==> src/rtl/ffx_pkg.sv <==
// Shared types and the excitation rule for the flip-flop excitation generator.
// Optional self-check hardware in the top level is enabled with FFX_CHECK_EN.
package ffx_pkg;

    typedef enum logic [1:0] {
        FFX_D  = 2'b00,
        FFX_T  = 2'b01,
        FFX_JK = 2'b10,
        FFX_SR = 2'b11
    } ff_mode_e;

    typedef enum logic {
        ST_IDLE  = 1'b0,
        ST_DRIVE = 1'b1
    } ffx_state_e;

    typedef struct packed {
        logic d;
        logic t;
        logic j;
        logic k;
        logic s;
        logic r;
    } ffx_exc_t;

    // Every input idle; d is overlaid with the shadow Q wherever this is driven.
    localparam ffx_exc_t FFX_HOLD = '0;

    // Inputs that move a flip-flop of type mode from p to n; don't-cares are 0.
    // d always equals n: it is the D excitation and the hold value of d alike.
    function automatic ffx_exc_t ffx_excite(ff_mode_e mode, logic p, logic n);
        ffx_exc_t e;
        e   = FFX_HOLD;
        e.d = n;
        case (mode)
            FFX_T:  e.t = p ^ n;
            FFX_JK: begin
                e.j = ~p & n;
                e.k = p & ~n;
            end
            FFX_SR: begin
                e.s = ~p & n;
                e.r = p & ~n;
            end
            default: ;
        endcase
        return e;
    endfunction

endpackage

==> src/rtl/ffx_fifo.sv <==
// One-bit-wide target FIFO with occupancy count; pointers wrap modulo DEPTH.
module ffx_fifo #(
    parameter int  DEPTH = 4,
    localparam int AW    = $clog2(DEPTH),
    localparam int LW    = AW + 1
) (
    input  logic          clk,
    input  logic          rst,
    input  logic          push,
    input  logic          din,
    input  logic          pop,
    output logic          dout,
    output logic [LW-1:0] level,
    output logic          full,
    output logic          empty
);

    logic [DEPTH-1:0] mem;
    logic [AW-1:0]    wr_ptr;
    logic [AW-1:0]    rd_ptr;
    logic             do_push;
    logic             do_pop;

    assign full    = (level == LW'(DEPTH));
    assign empty   = (level == '0);
    assign do_push = push && !full;
    assign do_pop  = pop && !empty;
    assign dout    = mem[rd_ptr];

    always_ff @(posedge clk) begin
        if (do_push) begin
            mem[wr_ptr] <= din;
        end
    end

    always_ff @(posedge clk or negedge rst) begin
        if (!rst) begin
            wr_ptr <= '0;
            rd_ptr <= '0;
            level  <= '0;
        end else begin
            if (do_push) wr_ptr <= wr_ptr + 1'b1;
            if (do_pop)  rd_ptr <= rd_ptr + 1'b1;
            case ({do_push, do_pop})
                2'b10:   level <= level + 1'b1;
                2'b01:   level <= level - 1'b1;
                default: level <= level;
            endcase
        end
    end

endmodule

==> src/rtl/ff_excitation_gen.sv <==
// Turns a stream of target Q bits into registered D/T/JK/SR excitation steps.
// Define FFX_CHECK_EN to add the q_fb/mismatch shadow-vs-flip-flop checker.
module ff_excitation_gen
    import ffx_pkg::*;
#(
    parameter int  DEPTH = 4,
    localparam int LW    = $clog2(DEPTH) + 1
) (
    input  logic          clk,
    input  logic          rst,
    input  logic          en,
    input  logic [1:0]    mode,
    input  logic          tgt_valid,
    input  logic          tgt_bit,
    output logic          tgt_ready,
    output logic          d_o,
    output logic          t_o,
    output logic          j_o,
    output logic          k_o,
    output logic          s_o,
    output logic          r_o,
    output logic          drv_valid,
    output logic          q_model,
    output logic [LW-1:0] level,
    output logic          fsm_state
`ifdef FFX_CHECK_EN
    ,
    input  logic          q_fb,
    output logic          mismatch
`endif
);

    // Handshake: a target bit is taken on any rising edge where tgt_valid and
    // tgt_ready are both 1; tgt_ready depends on occupancy only, never on a pop.

    ffx_state_e state_q, state_d;
    ff_mode_e   mode_q, mode_d, eff_mode;
    ffx_exc_t   exc_q, hold_exc;
    logic       q_model_q, drv_valid_q;
    logic       push, pop, fifo_dout, fifo_full, fifo_empty;

    assign tgt_ready = !fifo_full && rst;
    assign push      = tgt_valid && tgt_ready;
    // A pop happens on the IDLE->DRIVE edge too, giving one-cycle latency.
    assign pop       = en && !fifo_empty;
    assign fsm_state = state_q;

    ffx_fifo #(.DEPTH(DEPTH)) u_fifo (
        .clk   (clk),
        .rst   (rst),
        .push  (push),
        .din   (tgt_bit),
        .pop   (pop),
        .dout  (fifo_dout),
        .level (level),
        .full  (fifo_full),
        .empty (fifo_empty)
    );

    always_ff @(posedge clk or negedge rst) begin
        if (!rst) begin
            state_q <= ST_IDLE;
            mode_q  <= FFX_D;
        end else begin
            state_q <= state_d;
            mode_q  <= mode_d;
        end
    end

    always_comb begin
        state_d  = state_q;
        mode_d   = mode_q;
        eff_mode = mode_q;
        case (state_q)
            ST_IDLE: begin
                eff_mode = ff_mode_e'(mode);
                if (en && !fifo_empty) begin
                    state_d = ST_DRIVE;
                    mode_d  = ff_mode_e'(mode);
                end
            end
            ST_DRIVE: begin
                if (!en || fifo_empty || (pop && !push && level == LW'(1))) begin
                    state_d = ST_IDLE;
                end
            end
            default: state_d = ST_IDLE;
        endcase
    end

    always_comb begin
        hold_exc   = FFX_HOLD;
        hold_exc.d = q_model_q;
    end

    always_ff @(posedge clk or negedge rst) begin
        if (!rst) begin
            exc_q       <= '0;
            q_model_q   <= 1'b0;
            drv_valid_q <= 1'b0;
        end else if (pop) begin
            exc_q       <= ffx_excite(eff_mode, q_model_q, fifo_dout);
            q_model_q   <= fifo_dout;
            drv_valid_q <= 1'b1;
        end else begin
            exc_q       <= hold_exc;
            drv_valid_q <= 1'b0;
        end
    end

    assign d_o       = exc_q.d;
    assign t_o       = exc_q.t;
    assign j_o       = exc_q.j;
    assign k_o       = exc_q.k;
    assign s_o       = exc_q.s;
    assign r_o       = exc_q.r;
    assign q_model   = q_model_q;
    assign drv_valid = drv_valid_q;

`ifdef FFX_CHECK_EN
    logic q_exp, chk_arm, mismatch_q;

    // The driven flip-flop takes a step one edge after it is presented.
    always_ff @(posedge clk or negedge rst) begin
        if (!rst) begin
            q_exp      <= 1'b0;
            chk_arm    <= 1'b0;
            mismatch_q <= 1'b0;
        end else begin
            q_exp   <= q_model_q;
            chk_arm <= drv_valid_q;
            if (chk_arm && (q_fb != q_exp)) mismatch_q <= 1'b1;
        end
    end

    assign mismatch = mismatch_q;
`endif

endmodule

==> config.mk <==
export PLATFORM = sky130hd
export DESIGN_NAME = ff_excitation_gen
export DESIGN_NICKNAME = d
export VERILOG_FILES = /design/src/rtl/ffx_pkg.sv /design/src/rtl/ffx_fifo.sv /design/src/rtl/ff_excitation_gen.sv
export SDC_FILE = /design/constraint.sdc
export NUM_CORES = 1
export LEC_CHECK = 0
export ABC_AREA = 1
export CORE_MARGIN = 2
export CORE_UTILIZATION = 50
export DETAILED_ROUTE_END_ITERATION = 16
export GPL_TIMING_DRIVEN = 0
export PLACE_DENSITY = 0.74
export SYNTH_ARGS = -nofsm -noshare
export SYNTH_HDL_FRONTEND = slang
export SYNTH_SLANG_ARGS = --single-unit
==> constraint.sdc <==
create_clock -name clk -period 1.9 [get_ports clk]
set_input_delay 0.38 -clock clk [delete_from_list [all_inputs] [get_ports clk]]
set_output_delay 0.38 -clock clk [all_outputs]
set_load 0.02 [all_outputs]
==> results.toml <==
[place]
place_hpwl_um = 1380
gp_congestion = 0.759
port_buffers = 19
post_dp_cell_area_um2 = 1330

[final_layout]
area_growth_pct = 27.0
layout_common_cells = "nand2_1, inv_1, dfrtp_1, clkdlybuf4s50_1, nor2_1"
diodes = 0
finalInstanceArea_um2 = 1400
nFillCells = 179
final_common_cell = "nand2_1"
postLayoutCoreUtil_pct = 65.3
drive_above_1_share_pct = 10.2
layout.nets = 166

[routing]
drc = 0
vias = 815
ant_nets = 0
first_iter_violations = 15
wire_per_inst_um = 10.5
firstDrtPassIters = 3
wl_um = 1840
vias_per_cell = 4.66

[synthesis]
synth_seq_cells = 22
ys_types = 16
yosys_warnings = 0
synth_seq_area_share_pct = 51.6
post-synth-top-area-cell = "dfrtp_1"
netlist.area_leader.share_pct = 40.8
syn_avg_cell_area_um2 = 9.06
synth_area_um2 = 1100
syn-num-nets = 140
synthTopCellsByArea = "dfrtp_1, ha_1, edfxtp_1"
syn_inst = 122

[clock_network]
cts_tree = "yes"
cts.sinks = 22
clk_root_buffer_cell = "clkbuf_4"
clock_path_buffers = 2
cts_made_buffers = 3
cts_htree_levels = 1
clock_latency_ns = 0.30
clk_pin_slew_ns = 0.13

[critical_path]
cp.required_ns = 1.52
timing.setup.critical_path_class = "reg2out"
critical_path_arrival_ns = 1.43
setup.worst_path.start_class = "flop"
crit_path_end_kind = "output port"
crit_fanout = 4
r2r.worst_path.cells = 9
r2r_slack_ns = 0.22
reg2reg_from = "u_fifo.level[0]$_DFFE_PN0P_"
r2r-end = "u_fifo.level[2]$_DFFE_PN0P_"

[timing]
grt_setup_unrepaired = "false"
finalCritPeriodShare_pct = 95.5
drv_slew = 0
fin_crit_ns = 1.81
skew_ns = 0.00511
final-setup-viol-count = 0
fmax_ghz = 0.551
worst_pin_slew_ns = 0.481
hold_violations = 0
slew_headroom_pct = 67.9

[global_route]
grt_pass1_vias = 834
grt_max_degree = 21
grt_pass1_wl_um = 3410
antenna_found_initial = 0
grt.busiest_layer = "met2"
grt_usage_pct = 17.5
use_met1_pct = 19.5
grt_overflow = 0
met3_usage_pct = 3.22
use_met2_pct = 32.5

[power]
p_per_area_nw_per_um2 = 1480
power.leakage_nw = 0.697
ir_drop_v = 0.00104

[flow_run]
cap_violations = 0

[floorplanning]
die_y_um = 51.0
rows = 17
die_width_um = 51.0
ios = 20
design.die.area_um2 = 2600
coreArea_um2 = 2150
start_util_pct = 51.4

[run_status]
outcome = "finished clean"

[min_path]
hp-class = "in2async"
## metrics by stage
step | std cells | TNS, ns | setup slack (ns) | hold slack [ns] | total power [W]
2_1_floorplan | 122 | 0 | 0.0641 | 0.0844 | 0.00139
3_3_place_gp | 169 | -5.22 | -0.768 | 0.457 | 0.00167
3_5_place_dp | 169 | -5.48 | -0.794 | 0.470 | 0.00171
4_1_cts | 175 | 0 | 0.0162 | 0.121 | 0.00208
5_1_grt | 175 | 0 | 0.0123 | 0.121 | 0.00228
6_report | 175 | 0 | 0.0852 | 0.103 | 0.00207
## cells in the mapped netlist
cell      instances
nand2_1          31
inv_1            22
dfrtp_1          18
nor2_1           13
ha_1             11
nand3_1           8
edfxtp_1          4
o21ai_0           4
a21oi_1           2
xnor2_1           2
xor2_1            2
a21boi_4          1
and2_1            1
inv_2             1
nand3_2           1
o21ai_1           1
## sequential cells by signal, summed over array words and instances, names as in the netlist, 2 cells and up
| register | flops |
|---|---|
| u_fifo.mem | 4 |
| mode_q | 2 |
| u_fifo.wr_ptr | 2 |
| u_fifo.level | 3 |
| u_fifo.rd_ptr | 2 |
## power by group
part,internal (W),switching [W],total [W],leakage [nW]
Clock,0.000160,0.000142,0.000303,0.0261
Sequential,0.000635,0.000103,0.000738,0.259
Combinational,0.000448,0.000582,0.00103,0.412
Total,0.00124,0.000827,0.00207,0.697
## layer usage
layer  vias to the layer above  part of all wire (%)
met1                       377                    42
met2                        16                    52
li1                        420                     -
met3                         2                   4.9
met5                         -                     0
met4                         0                  0.92
## how the worst max path moves through the flow
stage | from | endpoint | slack [ns] | cells after the start
after floorplan | u_fifo.level[0]$_DFFE_PN0P_ | u_fifo.level[2]$_DFFE_PN0P_ | 0.06 | 9
after global placement | rst | u_fifo.level[2]$_DFFE_PN0P_ | -0.77 | 7
after detailed placement | rst | u_fifo.level[2]$_DFFE_PN0P_ | -0.79 | 7
after CTS | u_fifo.level[0]$_DFFE_PN0P_ | tgt_ready | 0.02 | 5
after global routing | u_fifo.level[0]$_DFFE_PN0P_ | level[0] | 0.01 | 2
final | u_fifo.level[0]$_DFFE_PN0P_ | level[0] | 0.09 | 2
## cell type report
cell class                 instances  area [um2]  share of cell area (%)
sequential                        22         572                    40.8
multi-input combinational         77         460                    32.8
timing repair buffer              21         201                    14.4
inverter                          23        86.3                    6.16
clock buffer                       4        47.5                    3.39
tap                               28        35.0                    2.50
## kinds of logic after synthesis
family	share of synthesized area (%)
XOR/XNOR	3.17
flip-flops	51.6
AO/OA/AOI/OAI	4.87
buffers and inverters	7.81
AND/OR/NAND/NOR	20.0
adder cells (fa/ha/maj)	12.5
## worst max-delay path, stage by stage, from the launching register on
cell,delay (ns)
dfrtp_2,0.40
buf_4,0.13
clkdlybuf4s50_1,0.60
## timing repair
item / CTS / global route
setup buffers: 2 / 0
endpoints found under the setup margin: 8 / 2
hold buffers: 0 / 0
gates resized for setup: 9 / 3
Note: power is estimated with default switching activity, not from simulation.
